--- config.mk ---
export PLATFORM = sky130hd
export DESIGN_NAME = apb_cmd_master_flat
export DESIGN_NICKNAME = d
export VERILOG_FILES = /design/src/rtl/apb_cmd_master_if.sv /design/src/rtl/apb_cmd_master.sv /design/src/flat_wrapper.sv
export SDC_FILE = /design/constraint.sdc
export NUM_CORES = 1
export LEC_CHECK = 0
export ABC_AREA = 1
export CAP_MARGIN = 20
export CELL_PAD_IN_SITES_DETAIL_PLACEMENT = 0
export CELL_PAD_IN_SITES_GLOBAL_PLACEMENT = 2
export CORE_ASPECT_RATIO = 1.4
export CORE_MARGIN = 4
export CORE_UTILIZATION = 33
export DETAILED_ROUTE_END_ITERATION = 16
export PLACE_DENSITY = 0.77
export SYNTH_ARGS = -nofsm -noshare
export SYNTH_HDL_FRONTEND = slang
export SYNTH_SLANG_ARGS = --single-unit
--- constraint.sdc ---
create_clock -name PCLK -period 2.17 [get_ports PCLK]
set_clock_uncertainty 0.2 [all_clocks]
set_input_delay 0.434 -clock PCLK [delete_from_list [all_inputs] [get_ports PCLK]]
set_output_delay 0.434 -clock PCLK [all_outputs]
set_load 0.005 [all_outputs]
--- src/rtl/apb_cmd_master_if.sv ---
// Command/response stream plus APB bus bundle for apb_cmd_master.
// master = APB initiator side, slave = sequencer and peripheral side.
interface apb_cmd_master_if #(
  parameter int ADDR_W = 4,
  parameter int DATA_W = 8
);
  logic              cmd_valid;
  logic              cmd_ready;
  logic              cmd_write;
  logic [ADDR_W-1:0] cmd_addr;
  logic [DATA_W-1:0] cmd_wdata;
  logic              rsp_valid;
  logic              rsp_write;
  logic [DATA_W-1:0] rsp_rdata;
  logic              rsp_err;
  logic              busy;
  logic              PSEL;
  logic              PENABLE;
  logic              PWRITE;
  logic [ADDR_W-1:0] PADDR;
  logic [DATA_W-1:0] PWDATA;
  logic [DATA_W-1:0] PRDATA;
  logic              PREADY;

  modport master (
    input  cmd_valid, cmd_write, cmd_addr, cmd_wdata,
    input  PRDATA, PREADY,
    output cmd_ready, rsp_valid, rsp_write, rsp_rdata,
    output rsp_err, busy,
    output PSEL, PENABLE, PWRITE, PADDR, PWDATA
  );

  modport slave (
    output cmd_valid, cmd_write, cmd_addr, cmd_wdata,
    output PRDATA, PREADY,
    input  cmd_ready, rsp_valid, rsp_write, rsp_rdata,
    input  rsp_err, busy,
    input  PSEL, PENABLE, PWRITE, PADDR, PWDATA
  );
endinterface

--- src/rtl/apb_cmd_master.sv ---
// APB3 initiator: FIFO-buffered valid/ready commands -> APB transfers.
// Define APB_PREADY_EN to honour PREADY with a wait-state timeout.
module apb_cmd_master #(
  parameter int ADDR_W     = 4,
  parameter int DATA_W     = 8,
  parameter int FIFO_DEPTH = 4,
  parameter int TIMEOUT    = 16
) (
  input logic              PCLK,
  input logic              PRESETN,
  apb_cmd_master_if.master bus
);
  localparam int PW = $clog2(FIFO_DEPTH);

  typedef struct packed {
    logic              write;
    logic [ADDR_W-1:0] addr;
    logic [DATA_W-1:0] wdata;
  } cmd_t;

  typedef enum logic [1:0] {
    IDLE,
    SETUP,
    ACCESS
  } state_t;

  state_t      state;
  cmd_t        mem [FIFO_DEPTH];
  cmd_t        head;
  logic [PW:0] wr_ptr;
  logic [PW:0] rd_ptr;
  logic        empty;
  logic        full;
  logic        push;
  logic        pop;
  logic        done;

  // extra pointer bit separates full from empty
  assign empty = wr_ptr == rd_ptr;
  assign full  = (wr_ptr[PW] != rd_ptr[PW]) &&
                 (wr_ptr[PW-1:0] == rd_ptr[PW-1:0]);
  assign push  = bus.cmd_valid && !full;
  assign head  = mem[rd_ptr[PW-1:0]];

  assign bus.cmd_ready = !full;
  assign bus.busy      = !empty || (state != IDLE);

`ifdef APB_PREADY_EN
  localparam int CW = $clog2(TIMEOUT + 1);
  logic [CW-1:0] wcnt;
  logic          tmo;
  assign done = bus.PREADY;
  assign tmo  = !bus.PREADY && (wcnt == CW'(TIMEOUT - 1));
`else
  logic [31:0] unused_cfg;
  assign done        = 1'b1;
  assign unused_cfg  = 32'(TIMEOUT) ^ {31'd0, bus.PREADY};
  assign bus.rsp_err = 1'b0;
`endif

  // pop only from IDLE or at a completing ACCESS
  assign pop = !empty &&
               ((state == IDLE) || ((state == ACCESS) && done));

  always_ff @(posedge PCLK or negedge PRESETN) begin
    if (!PRESETN) begin
      wr_ptr <= '0;
      rd_ptr <= '0;
      for (int i = 0; i < FIFO_DEPTH; i++) mem[i] <= '0;
    end else begin
      if (push) begin
        mem[wr_ptr[PW-1:0]] <= {bus.cmd_write, bus.cmd_addr,
                                bus.cmd_wdata};
        wr_ptr <= wr_ptr + 1'b1;
      end
      if (pop) rd_ptr <= rd_ptr + 1'b1;
    end
  end

  always_ff @(posedge PCLK or negedge PRESETN) begin
    if (!PRESETN) begin
      state         <= IDLE;
      bus.PSEL      <= 1'b0;
      bus.PENABLE   <= 1'b0;
      bus.PWRITE    <= 1'b0;
      bus.PADDR     <= '0;
      bus.PWDATA    <= '0;
      bus.rsp_valid <= 1'b0;
      bus.rsp_write <= 1'b0;
      bus.rsp_rdata <= '0;
`ifdef APB_PREADY_EN
      bus.rsp_err   <= 1'b0;
      wcnt          <= '0;
`endif
    end else begin
      bus.rsp_valid <= 1'b0;
      if (pop) begin
        bus.PADDR  <= head.addr;
        bus.PWRITE <= head.write;
        bus.PWDATA <= head.write ? head.wdata : '0;
      end
      unique case (state)
        IDLE: begin
          if (pop) begin
            state    <= SETUP;
            bus.PSEL <= 1'b1;
          end
        end
        SETUP: begin
          state       <= ACCESS;
          bus.PENABLE <= 1'b1;
`ifdef APB_PREADY_EN
          wcnt        <= '0;
`endif
        end
        ACCESS: begin
          if (done) begin
            bus.rsp_valid <= 1'b1;
            bus.rsp_write <= bus.PWRITE;
            bus.rsp_rdata <= bus.PWRITE ? '0 : bus.PRDATA;
`ifdef APB_PREADY_EN
            bus.rsp_err   <= 1'b0;
`endif
            bus.PENABLE   <= 1'b0;
            bus.PSEL      <= pop;
            state         <= pop ? SETUP : IDLE;
          end
`ifdef APB_PREADY_EN
          else if (tmo) begin
            bus.rsp_valid <= 1'b1;
            bus.rsp_write <= bus.PWRITE;
            bus.rsp_rdata <= '0;
            bus.rsp_err   <= 1'b1;
            bus.PENABLE   <= 1'b0;
            bus.PSEL      <= 1'b0;
            state         <= IDLE;
          end else begin
            wcnt <= wcnt + 1'b1;
          end
`endif
        end
        default: state <= IDLE;
      endcase
    end
  end
endmodule

--- src/flat_wrapper.sv ---
// flat-port wrapper written by rule: the top's interface ports become plain ports
module apb_cmd_master_flat 
#(
  parameter int ADDR_W     = 4,
  parameter int DATA_W     = 8,
  parameter int FIFO_DEPTH = 4,
  parameter int TIMEOUT    = 16
)
  (PCLK, PRESETN, bus_cmd_valid, bus_cmd_write, bus_cmd_addr, bus_cmd_wdata, bus_PRDATA, bus_PREADY, bus_cmd_ready, bus_rsp_valid, bus_rsp_write, bus_rsp_rdata, bus_rsp_err, bus_busy, bus_PSEL, bus_PENABLE, bus_PWRITE, bus_PADDR, bus_PWDATA);
  apb_cmd_master_if #(.ADDR_W(ADDR_W), .DATA_W(DATA_W)) bus_i ();
  input logic PCLK;
  input logic PRESETN;
  input wire logic [$bits(bus_i.cmd_valid)-1:0] bus_cmd_valid;
  input wire logic [$bits(bus_i.cmd_write)-1:0] bus_cmd_write;
  input wire logic [$bits(bus_i.cmd_addr)-1:0] bus_cmd_addr;
  input wire logic [$bits(bus_i.cmd_wdata)-1:0] bus_cmd_wdata;
  input wire logic [$bits(bus_i.PRDATA)-1:0] bus_PRDATA;
  input wire logic [$bits(bus_i.PREADY)-1:0] bus_PREADY;
  output wire logic [$bits(bus_i.cmd_ready)-1:0] bus_cmd_ready;
  output wire logic [$bits(bus_i.rsp_valid)-1:0] bus_rsp_valid;
  output wire logic [$bits(bus_i.rsp_write)-1:0] bus_rsp_write;
  output wire logic [$bits(bus_i.rsp_rdata)-1:0] bus_rsp_rdata;
  output wire logic [$bits(bus_i.rsp_err)-1:0] bus_rsp_err;
  output wire logic [$bits(bus_i.busy)-1:0] bus_busy;
  output wire logic [$bits(bus_i.PSEL)-1:0] bus_PSEL;
  output wire logic [$bits(bus_i.PENABLE)-1:0] bus_PENABLE;
  output wire logic [$bits(bus_i.PWRITE)-1:0] bus_PWRITE;
  output wire logic [$bits(bus_i.PADDR)-1:0] bus_PADDR;
  output wire logic [$bits(bus_i.PWDATA)-1:0] bus_PWDATA;
  assign bus_i.cmd_valid = bus_cmd_valid;
  assign bus_i.cmd_write = bus_cmd_write;
  assign bus_i.cmd_addr = bus_cmd_addr;
  assign bus_i.cmd_wdata = bus_cmd_wdata;
  assign bus_i.PRDATA = bus_PRDATA;
  assign bus_i.PREADY = bus_PREADY;
  assign bus_cmd_ready = bus_i.cmd_ready;
  assign bus_rsp_valid = bus_i.rsp_valid;
  assign bus_rsp_write = bus_i.rsp_write;
  assign bus_rsp_rdata = bus_i.rsp_rdata;
  assign bus_rsp_err = bus_i.rsp_err;
  assign bus_busy = bus_i.busy;
  assign bus_PSEL = bus_i.PSEL;
  assign bus_PENABLE = bus_i.PENABLE;
  assign bus_PWRITE = bus_i.PWRITE;
  assign bus_PADDR = bus_i.PADDR;
  assign bus_PWDATA = bus_i.PWDATA;
  apb_cmd_master #(.ADDR_W(ADDR_W), .DATA_W(DATA_W), .FIFO_DEPTH(FIFO_DEPTH), .TIMEOUT(TIMEOUT)) u_core (.PCLK(PCLK), .PRESETN(PRESETN), .bus(bus_i));
endmodule
# ---- Word level (Yosys, flattened, before mapping)
# Index checks and enable logic that the tools add are counted.
dict set report totals {
  output_inout_bits 28
  register_bits 85
  elab_cells 64
}
dict set report classes {
  reduce_logical 13
  magnitude_cmp 3
  n_eq_ne 6
  add_sub_neg 2
  bitwise_logic 2
  mux 15
}
# operator count
set ops {}
lappend ops {{$bwmux 52} 1}
lappend ops {{$mux 13} 3}
lappend ops {{$bmux 13 s2} 1}
lappend ops {{$demux 13 s2} 1}
lappend ops {{$mux 8} 2}
lappend ops {{$add 3x1->3 const B} 2}
lappend ops {{$ge 3x3->1 const B} 2}
lappend ops {{$not 2->3} 2}
lappend ops {{$pmux 2 s3} 1}
lappend ops {{$reduce_bool 2->1} 3}
lappend ops {{$logic_and 1x1->1} 4}
lappend ops {{$pmux 1 s2} 2}
lappend ops {{$eq 3x3->1} 1}
lappend ops {{$lt 3x1->1 const B} 1}
lappend ops {{$mux 1} 3}
lappend ops {{$eq 2x1->1 const B} 1}
lappend ops {{$eq 2x2->1} 1}
lappend ops {{$eq 2x2->1 const B} 1}
lappend ops {{$logic_not 1->1} 2}
lappend ops {{$logic_not 2->1} 1}
lappend ops {{$logic_or 1x1->1} 2}
lappend ops {{$mux 2} 1}
lappend ops {{$ne 2x1->1 const B} 1}
lappend ops {{$reduce_and 2->1} 1}
lappend ops {{$ne 1x1->1} 1}

# ---- Longest topological paths before layout
# Gate-level depths: netlist (run 1).
dict set report depth {
  ltp_word 6
  depth_mapped 8
  depth_no_buf 8
}

# ---- Worst setup path after synthesis (run 1)
# OpenSTA, ideal clock, no wires.
dict set report synth_path {
  path_type {reg-to-reg}
  startpoint {register u_core.state[0]}
  endpoint {register u_core.bus.PWDATA[6]}
  setup_time_ps 126
  required_ps 1844
  n_path_buf 2
  t_arrival_ps 1421
  synth_period_minus_slack_ps 1747
  stages_incl_launch_ff 8
  path_slack_ps 423
  cell_sequence {dfrtp_1 -> inv_1 -> ha_1 -> or2_2 -> buf_2 -> nand2_4 -> buf_4 -> o21ai_0}
}
dict set report synth_between {
  elab_chain_len 3
  word_cells_on_any_way 4
  cone_classes {eq/ne (1); reduce/logical (3)}
}
# element line
set synth_rtl {}
lappend synth_rtl {{from (decl)} apb_cmd_master.sv:27} ;# state_t state;
lappend synth_rtl {{from (signal assigned)} apb_cmd_master.sv:126} ;# state <= pop ? SETUP : IDLE;
lappend synth_rtl {{$eq 2x2->1 or $logic_not 2->1 (tied branches)} apb_cmd_master.sv:63} ;# ((state == IDLE) || ((state == ACCESS) && done));
lappend synth_rtl {{$logic_or 1x1->1 (*)} apb_cmd_master.sv:63}
lappend synth_rtl {{$logic_and 1x1->1 (*)} apb_cmd_master.sv:62} ;# assign pop = !empty &&
lappend synth_rtl {{to (signal assigned)} apb_cmd_master.sv:100} ;# bus.PWDATA <= head.write ? head.wdata : '0;
lappend synth_rtl {{to (decl)} apb_cmd_master_if.sv:30} ;# output PSEL, PENABLE, PWRITE, PADDR, PWDATA
# Every way passes the cells marked *; elsewhere a longest branch is shown, timed or not.
# A chain may end at the register's enable or synchronous reset.

# ---- Worst setup path after layout (run 1)
dict set report layout_path {
  startpoint {register u_core.wr_ptr[1]}
  endpoint {output bus_busy}
}
dict set report layout_between {
  elab_chain_len 3
}
# element line
set layout_rtl {}
lappend layout_rtl {{from (decl)} apb_cmd_master.sv:30} ;# logic [PW:0] wr_ptr;
lappend layout_rtl {{from (signal assigned)} apb_cmd_master.sv:74} ;# wr_ptr <= wr_ptr + 1'b1;
lappend layout_rtl {{$eq 3x3->1} apb_cmd_master.sv:39} ;# assign empty = wr_ptr == rd_ptr;
lappend layout_rtl {{$logic_not 1->1} apb_cmd_master.sv:46} ;# assign bus.busy = !empty || (state != IDLE);
lappend layout_rtl {{$logic_or 1x1->1} apb_cmd_master.sv:46}
lappend layout_rtl {{to (decl)} flat_wrapper.sv:24} ;# output wire logic [$bits(bus_i.busy)-1:0] bus_busy;
# No other way between the ends.

==> results of run 1 <==
## stage by stage
step | hold WS [ns] | setup TNS [ns] | instance area, um2
final | 0.267 | 0 | 5250
after global routing | 0.290 | -0.00641 | 5250
after CTS | 0.269 | -0.0119 | 5240
after detailed placement | 0.161 | 0 | 4920
after global placement | 0.158 | 0 | 4920
after floorplan | -0.0616 | 0 | 4200
## logic make-up (layout without fill, tap and decap cells)
logic type      after synthesis  count (layout)  synth area share (%)
simple gates                308             308                  33.2
flops                        85              85                  50.6
buf+inv                      77             141                  8.42
compound gates               31              31                  4.40
fa+ha+maj                     9               9                  2.68
xor+xnor                      2               2                 0.595
other cells                   1               1                0.0892
## per-layer routing
metal | global-route usage [%] | up-vias | part of all wire (%)
met5 | 0 | - | 0
met4 | 5.93 | 0 | 1.5
met3 | 2.75 | 11 | 4.6
met2 | 27.2 | 85 | 50
met1 | 21.7 | 1688 | 44
li1 | - | 1787 | -
## worst max-delay path: stages, from the launching register on
cell and delay [ns]:
dfrtp_1 0.40, xnor2_2 0.23, buf_4 0.16, nand3_4 0.07, inv_4 0.06, nand2_2 0.05
buf_6 0.12
## what timing repair did
| item | CTS | global route |
|---|---|---|
| hold buffers | 1 | 0 |
| pin swaps | 1 | 1 |
| setup buffers | 2 | 0 |
| hold endpoints to repair | 20 | 0 |
| resized for setup | 5 | 6 |
| setup endpoints to repair | 2 | 2 |
## registers in the layout, indices dropped and copies added, names as in the netlist
signal,cells
u_core.bus.PADDR,4
u_core.bus.rsp_valid,1
u_core.wr_ptr,3
u_core.bus.PENABLE,1
u_core.bus.rsp_write,1
u_core.bus.rsp_rdata,8
u_core.bus.PWRITE,1
u_core.rd_ptr,3
u_core.bus.PWDATA,8
u_core.bus.PSEL,1
u_core.mem,52
u_core.state,2
## power groups by stage
stage               clock (uW)  combinational (uW)  sequential [uW]
floorplan                    0                2550             2650
global placement             0                3820             2670
detailed placement           0                3880             2700
CTS                       1580                3940             2670
global route              1650                4440             2750
finish                    1530                3890             2660
## cells in the final DEF, fill, tap and decap left out, types with 2 or more instances in the layout
cell / Yosys / routed
clkdlybuf4s50_1: 0 / 46
buf_4: 6 / 27
a22o_1: 8 / 8
inv_2: 1 / 2
nand4_1: 53 / 53
dfrtp_1: 85 / 85
clkinv_1: 2 / 2
nand2_2: 1 / 2
inv_1: 43 / 41
nand3_1: 29 / 29
buf_12: 0 / 2
clkinv_2: 0 / 4
nand2_1: 200 / 199
clkbuf_16: 0 / 9
nand3_2: 4 / 4
ha_1: 9 / 9
nor2_1: 15 / 15
o21ai_0: 22 / 22
nand3_4: 2 / 2
## area by class of cell
type                    instances  area, um2
flip-flops and latches         85       2130
clock buffers                  11        243
clock inverters                 5       50.0
multi-input cells             351       1730
repair buffers                 79        739
well taps                     150        188
fillers                      1280       7180
inverters                      46        175
## how the worst max path moves through the flow
stage	end	from	slack [ns]	cells after the start
after floorplan	u_core.bus.PWDATA[6]	u_core.state[0]	0.42	7
after global placement	bus_busy	u_core.wr_ptr[0]	0.10	7
after detailed placement	bus_busy	u_core.wr_ptr[0]	0.08	7
after CTS	bus_busy	u_core.rd_ptr[1]	-0.01	6
after global routing	bus_busy	u_core.wr_ptr[1]	-0.006	6
final	bus_busy	u_core.wr_ptr[1]	0.10	6
==> flow_summary.toml, run 1 <==
[drt]
drcViolationCount = 0
drtPass1Iterations = 4
wirelength_um = 11300
wl_per_cell_um = 15.6
vias = 3571
viasPerCell = 4.91
ant_nets = 0
drt_iter0_markers = 223

[final_layout]
area_growth_syn_to_layout_pct = 24.8
antenna_cells = 0
drive_gt1_share_pct = 10.6
nets = 606
fin_cells = 727
final_util_pct = 42.2

[power_and_ir_drop]
total_power_uw = 8080
p_int_uw = 4750
p_per_area_nw_per_um2 = 1540
peakVddDrop_mv = 0.525
p_comb_share_pct = 48.1
p_leak_uw = 0.00268
p_clk_share_pct = 18.9
p_sw_uw = 3330
switching_share_pct = 41.2
share_seq_of_total_power_pct = 33.0

[clocking]
cts_sinks = 85
htreeDepth = 3
clkTransAtPathRegs_ns = 0.06
cts_inserted_buffers = 9
clkLatencyLatePin_ns = 0.34
cts_root_buf = "clkbuf_16"
clockBufferDepth = 2
cts_tree = "yes"

[floorplanning]
die_x_um = 103
die_area_um2 = 14600
placementRows = 48
start_util_pct = 33.8
io_pins = 53
dieHeight_um = 142
coreArea_um2 = 12400

[placement]
gp_congestion = 0.734
portBuffers = 50
post-place-ws_ns = 0.0826
placed_cells = 708
dp_hpwl_um = 7500

[logic_synthesis]
ys.flop_type = "dfrtp_1"
synth_cell_type_count = 27
syn_nets = 547
seq_area_frac_synth_pct = 50.6
yosys.cell_count.top_type = "nand2_1"
synth_edf_count = 0
synth_commonest_cells = "200 x nand2_1, 85 x dfrtp_1, 53 x nand4_1, 43 x inv_1, 29 x nand3_1"
yosys_register_bits = 85
syn_area_per_cell_um2 = 8.19
post-synth-top-area-cell = "dfrtp_1"
yosysTopAreaCellShare_pct = 50.6
async_flop_share_pct = 100
yosysWarnings = 0
syn-cell-area_um2 = 4200
synth_cells = 513
synth_area_leaders = "dfrtp_1 51%, nand2_1 18%, nand4_1 7.9%"

[setup_path]
arrival_ns = 1.44
required_ns = 1.54
r2r_slack_ns = 0.24
critPathCaptureType = "output pin"
cp_max_fo = 3
critPathKind = "reg -> out"
r2r-start = "u_core.rd_ptr[2]"
critPathLaunchType = "flop"
r2r_end = "u_core.mem[13]"
rr_worst_depth = 8

[hold_path]
hp-class = "reg -> reg"
min_path_cells = 2
hold_end = "u_core.mem[36]"
hp-start = "u_core.mem[36]"

[timing]
final-setup-viol-count = 0
fin_crit_sh_pct = 95.4
max_freq_ghz = 0.483
setup_slack_ns = 0.101
min_period_ns = 2.07
hold_viol = 0
drv_slew = 0

[global_routing]
grt_pass1_wl_um = 18600
grt_usage_pct = 16.6
grt_overflow_total = 0
grt_max_degree = 61
grt_pass1_vias = 3430
antenna_found_initial = 0

[run_status]
status = "finished, final reports clean"

[flow_run]
maxCapViolCount = 0
Note: power is estimated with default switching activity, not from simulation.
==> run 2: changes to the inputs <==
--- a/config.mk
+++ b/config.mk
@@ -13,7 +13,9 @@
 export CORE_MARGIN = 4
 export CORE_UTILIZATION = 33
 export DETAILED_ROUTE_END_ITERATION = 16
+export GPL_TIMING_DRIVEN = 0
 export PLACE_DENSITY = 0.77
+export SETUP_SLACK_MARGIN = 0.05
 export SYNTH_ARGS = -nofsm -noshare
 export SYNTH_HDL_FRONTEND = slang
 export SYNTH_SLANG_ARGS = --single-unit
==> run 2 against run 1 <==
Fmax decreased by 0.91%. Count of clock-buffer cells in the layout unchanged. First-iteration DRC count decreased by 24%. Global-route usage increased by 1.4 points. Sequential power increased by 2%. Design area increased by 2.3%. Utilization increased by 0.96 points. Die area unchanged. Worst hold slack improved by 0.0036 ns. Non-clock buffer count increased by 15. Routed wire length increased by 11%. Highest routed layer unchanged.
==> flow_summary.toml, run 2 (synthesized netlist as in run 1, its figures left out) <==
[run_status]
status = "finished, final reports clean"

[power_and_ir_drop]
p_per_area_nw_per_um2 = 1590
peakVddDrop_mv = 0.467
p_int_uw = 5020
p_comb_share_pct = 48.6
p_clk_share_pct = 19.7
p_leak_uw = 0.00271
total_power_uw = 8520
p_sw_uw = 3510
share_seq_of_total_power_pct = 31.7
switching_share_pct = 41.1

[drt]
vias = 3698
wl_per_cell_um = 16.9
viasPerCell = 4.99
drcViolationCount = 0
drt_iter0_markers = 169
drtPass1Iterations = 4
ant_nets = 0
wirelength_um = 12600

[timing]
hold_viol = 0
max_freq_ghz = 0.479
min_period_ns = 2.09
worstMarginPinSlew_ns = 0.644
slew_headroom_pct = 57.0
drv_slew = 0
fin_crit_sh_pct = 96.2
grt_setup_unrepaired = "true"
final-setup-viol-count = 0

[final_layout]
layout_common_cells = "197 x nand2_1, 83 x dfrtp_1, 53 x nand4_1"
final_common_cell = "nand2_1"
antenna_cells = 0
largest-register = "u_core.mem"
nets = 621
final_util_pct = 43.2
drive_gt1_share_pct = 12.0
reg.largest.list = "u_core.mem: 52 flops, u_core.bus.PWDATA: 8 flops, u_core.bus.rsp_rdata: 8 flops"
area_growth_syn_to_layout_pct = 27.6
n_fill_cell = 1288
largest_reg_flops = 52
finalInstanceArea_um2 = 5370

[clocking]
cts_inserted_buffers = 9
htreeDepth = 3
clkTransAtPathRegs_ns = 0.06
clkLatencyLatePin_ns = 0.34
cts_tree = "yes"
clockBufferDepth = 2
cts_sinks = 85
cts_root_buf = "clkbuf_16"

[global_routing]
antenna_found_initial = 0
grt_overflow_total = 0
use_met2_pct = 29.5
grt_pass1_vias = 3600
grt_use_met3_pct = 3.39
use_met1_pct = 23.0
grt_max_degree = 58
grt.busiest_layer = "met2"
grt_usage_pct = 17.9
grt_pass1_wl_um = 19700

[setup_path]
critPathLaunchType = "flop"
cp_max_fo = 3
arrival_ns = 1.45
critPathCaptureType = "output pin"
critPathKind = "reg -> out"
required_ns = 1.54

[floorplanning]
placementRows = 48
io_pins = 53
coreArea_um2 = 12400
start_util_pct = 33.8
dieHeight_um = 142
die_area_um2 = 14600
die_x_um = 103

[placement]
portBuffers = 50
dp_hpwl_um = 8660
gp_congestion = 0.780
placed_area_um2 = 4920

[hold_path]
hp-class = "reg -> reg"

[flow_run]
maxCapViolCount = 0
-- run 2: cell type report --
type	count	area, um2	share of cell area [%]
timing repair buffer	64	629	11.7
tap	150	188	3.50
buffer	30	183	3.40
sequential	85	2130	39.7
clock inverter	4	72.6	1.35
multi-input combinational	351	1740	32.4
clock buffer	11	243	4.52
inverter	46	181	3.38
-- run 2: worst max-delay path, stage by stage (launching register included) --
cell and delay (ns):
dfrtp_1 0.43, buf_6 0.15, nand2_4 0.05, nand2_4 0.07, buf_6 0.10, nand3_4 0.08
inv_4 0.07, nand2_2 0.05, buf_6 0.12
-- run 2: power groups by stage --
stage | Sequential [uW] | Combinational (uW) | Clock, uW
4_1_cts | 2700 | 4180 | 1720
6_report | 2700 | 4140 | 1680
5_1_grt | 2790 | 4700 | 1780
3_5_place_dp | 2720 | 3890 | 0
3_3_place_gp | 2700 | 3850 | 0
2_1_floorplan | 2650 | 2550 | 0
-- run 2: metal layers --
metal	wire, um	vias to the layer above	part of all wire [%]
li1	-	1819	-
met1	5460	1771	43
met2	6200	94	49
met3	641	14	5.1
met4	256	0	2.0
met5	0	-	0
-- run 2: timing repair --
action,in CTS,in global routing
hold endpoints to repair,28,0
setup buffers,11,1
resized for setup,21,9
pin swaps,4,0
endpoints found under the setup margin,2,10
hold buffers,1,0
-- run 2: worst paths after layout --
check                                 startpoint              endpoint  cells after the start  slack, ns
worst max-delay path            u_core.rd_ptr[0]              bus_busy                      8       0.08
worst min-delay path              u_core.mem[46]        u_core.mem[46]                      2       0.27
worst max register to register   u_core.state[0]  u_core.bus.PWDATA[5]                      7       0.22
worst min register to register    u_core.mem[46]        u_core.mem[46]                      2       0.27
max in group asynchronous                PRESETN  u_core.bus.PWDATA[3]                      3       0.75
min in group asynchronous                PRESETN   u_core.bus.PADDR[1]                      2       0.38
-- run 2: per-stage QoR --
stage / hold WS, ns / worst slack (ns) / instances / TNS [ns]
floorplan: -0.0616 / 0.423 / 513 / 0
global placement: 0.254 / -2.84 / 713 / -245.41
detailed placement: 0.204 / -0.279 / 714 / -5.08
CTS: 0.274 / 0.0528 / 741 / 0
global route: 0.289 / 0.0124 / 741 / 0
finish: 0.271 / 0.0818 / 741 / 0
==> run 3: changes to the inputs <==
--- a/config.mk
+++ b/config.mk
@@ -7,14 +7,12 @@
 export LEC_CHECK = 0
 export ABC_AREA = 1
 export CAP_MARGIN = 20
-export CELL_PAD_IN_SITES_DETAIL_PLACEMENT = 0
-export CELL_PAD_IN_SITES_GLOBAL_PLACEMENT = 2
 export CORE_ASPECT_RATIO = 1.4
 export CORE_MARGIN = 4
-export CORE_UTILIZATION = 33
+export CORE_UTILIZATION = 45
 export DETAILED_ROUTE_END_ITERATION = 16
 export GPL_TIMING_DRIVEN = 0
-export PLACE_DENSITY = 0.77
+export PLACE_DENSITY = 0.64
 export SETUP_SLACK_MARGIN = 0.05
 export SYNTH_ARGS = -nofsm -noshare
 export SYNTH_HDL_FRONTEND = slang
==> run 3 against run 2 <==
Sequential power hardly changed. Design area is 2.5% lower. Setup slack better by 0.041 ns.
==> flow_summary.toml, run 3 (synthesized netlist as in run 1, its figures left out) <==
[run_status]
status = "finished, final reports clean"

[power_and_ir_drop]
peakVddDrop_mv = 0.604
p_leak_uw = 0.00267
p_per_area_nw_per_um2 = 1560
total_power_uw = 8140

[setup_path]
r2r_slack_ns = 0.19
arrival_ns = 1.41
critPathCaptureType = "output pin"
critPathKind = "reg -> out"
cp_max_fo = 3
critPathLaunchType = "flop"
required_ns = 1.54

[final_layout]
layout_common_cells = "200 x nand2_1, 83 x dfrtp_1, 53 x nand4_1"
antenna_cells = 0
final_util_pct = 57.6
area_growth_syn_to_layout_pct = 24.4
reg.largest.list = "u_core.mem: 52 flops, u_core.bus.PWDATA: 8 flops, u_core.bus.rsp_rdata: 8 flops"
nets = 617
largest_reg_flops = 52
drive_gt1_share_pct = 10.4
largest-register = "u_core.mem"
final_common_cell = "nand2_1"
n_fill_cell = 836
finalInstanceArea_um2 = 5230

[clocking]
cts_tree = "yes"
clkTransAtPathRegs_ns = 0.06
cts_root_buf = "clkbuf_16"
htreeDepth = 3
cts_sinks = 85
clockBufferDepth = 2
clkLatencyLatePin_ns = 0.34
cts_inserted_buffers = 9

[global_routing]
grt_max_degree = 57
grt_pass1_wl_um = 18100
grt_usage_pct = 22.1
grt_overflow_total = 0
grt_pass1_vias = 3619
antenna_found_initial = 0

[drt]
drt_iter0_markers = 324
viasPerCell = 5.28
ant_nets = 0
vias = 3664
wl_per_cell_um = 15.9
drtPass1Iterations = 4
wirelength_um = 11000
drcViolationCount = 0

[timing]
min_period_ns = 2.05
final-setup-viol-count = 0
fin_crit_sh_pct = 94.3
worstMarginPinSlew_ns = 0.592
grt_setup_unrepaired = "false"
tns_ns = 0
slew_headroom_pct = 60.5
drv_slew = 0
max_freq_ghz = 0.488
hold_viol = 0

[floorplanning]
io_pins = 53
die_area_um2 = 11000
dieHeight_um = 122
coreArea_um2 = 9080
placementRows = 41
start_util_pct = 46.3
die_x_um = 89.7

[flow_run]
maxCapViolCount = 0

[placement]
dp_hpwl_um = 7800
gp_congestion = 0.872
placed_area_um2 = 4860
portBuffers = 50

[hold_path]
hp-class = "reg -> reg"
run 3: cell count changes in the layout (fill, tap and decap cells not counted), moves of 2 or more:
| cell | change |
|---|---|
| buf_4 | -3 |
| nand2_1 | +3 |
| bufinv_16 | -2 |
| clkbuf_1 | +2 |
| clkbuf_8 | +2 |
| clkinvlp_4 | -2 |
| nand2_4 | -2 |
run 3: stage by stage:
step	cells	worst slack [ns]	hold WS (ns)
finish	694	0.123	0.264
global route	694	0.0517	0.287
CTS	692	0.0902	0.268
detailed placement	671	-0.202	0.201
global placement	670	-2.60	0.253
floorplan	513	0.423	-0.0616
run 3: path summary, 6_finish.rpt:
| path | start | end | cells after the start |
|---|---|---|---|
| hold / removal | u_core.mem[34] | u_core.mem[34] | 2 |
| hold reg to reg | u_core.mem[34] | u_core.mem[34] | 2 |
| min in group asynchronous | PRESETN | u_core.bus.PADDR[3] | 2 |
| setup / recovery | u_core.rd_ptr[0] | bus_cmd_ready | 6 |
| max in group asynchronous | PRESETN | u_core.mem[30] | 3 |
| setup reg to reg | u_core.rd_ptr[0] | u_core.bus.PWDATA[4] | 9 |
run 3: layout make-up:
type	instances	area, um2	area share [%]
clock inverter	1	5.00	0.0957
clock buffer	14	274	5.24
buffer	30	184	3.52
inverter	46	175	3.35
multi-input combinational	351	1730	33.1
tap	107	134	2.56
timing repair buffer	60	596	11.4
sequential	85	2130	40.7
run 3: repair_timing:
item                       4_1_cts  5_1_grt
hold buffers                     1        0
pin swaps                        4        1
setup endpoints to repair        2       33
gates resized for setup         14        5
hold endpoints to repair        29        0
setup buffers                    6        2
run 3: power by group:
| group | switching (uW) | internal (uW) | total [uW] |
|---|---|---|---|
| logic | 2320 | 1620 | 3950 |
| clock network | 610 | 863 | 1470 |
| registers | 427 | 2290 | 2720 |
run 3: routing by layer:
metal | GRT usage [%] | part of all wire [%] | vias up
met3 | 4.03 | 4.8 | 14
li1 | - | - | 1799
met2 | 36.2 | 50 | 95
met1 | 27.8 | 43 | 1756
met5 | 0 | 0 | -
met4 | 10.3 | 2.4 | 0
run 3: critical path: stages, from the launching register on:
cell     delay (ns)
dfrtp_2        0.44
buf_6          0.13
nand2_1        0.06
nand2_2        0.09
buf_4          0.15
nand3_4        0.10
buf_6          0.10
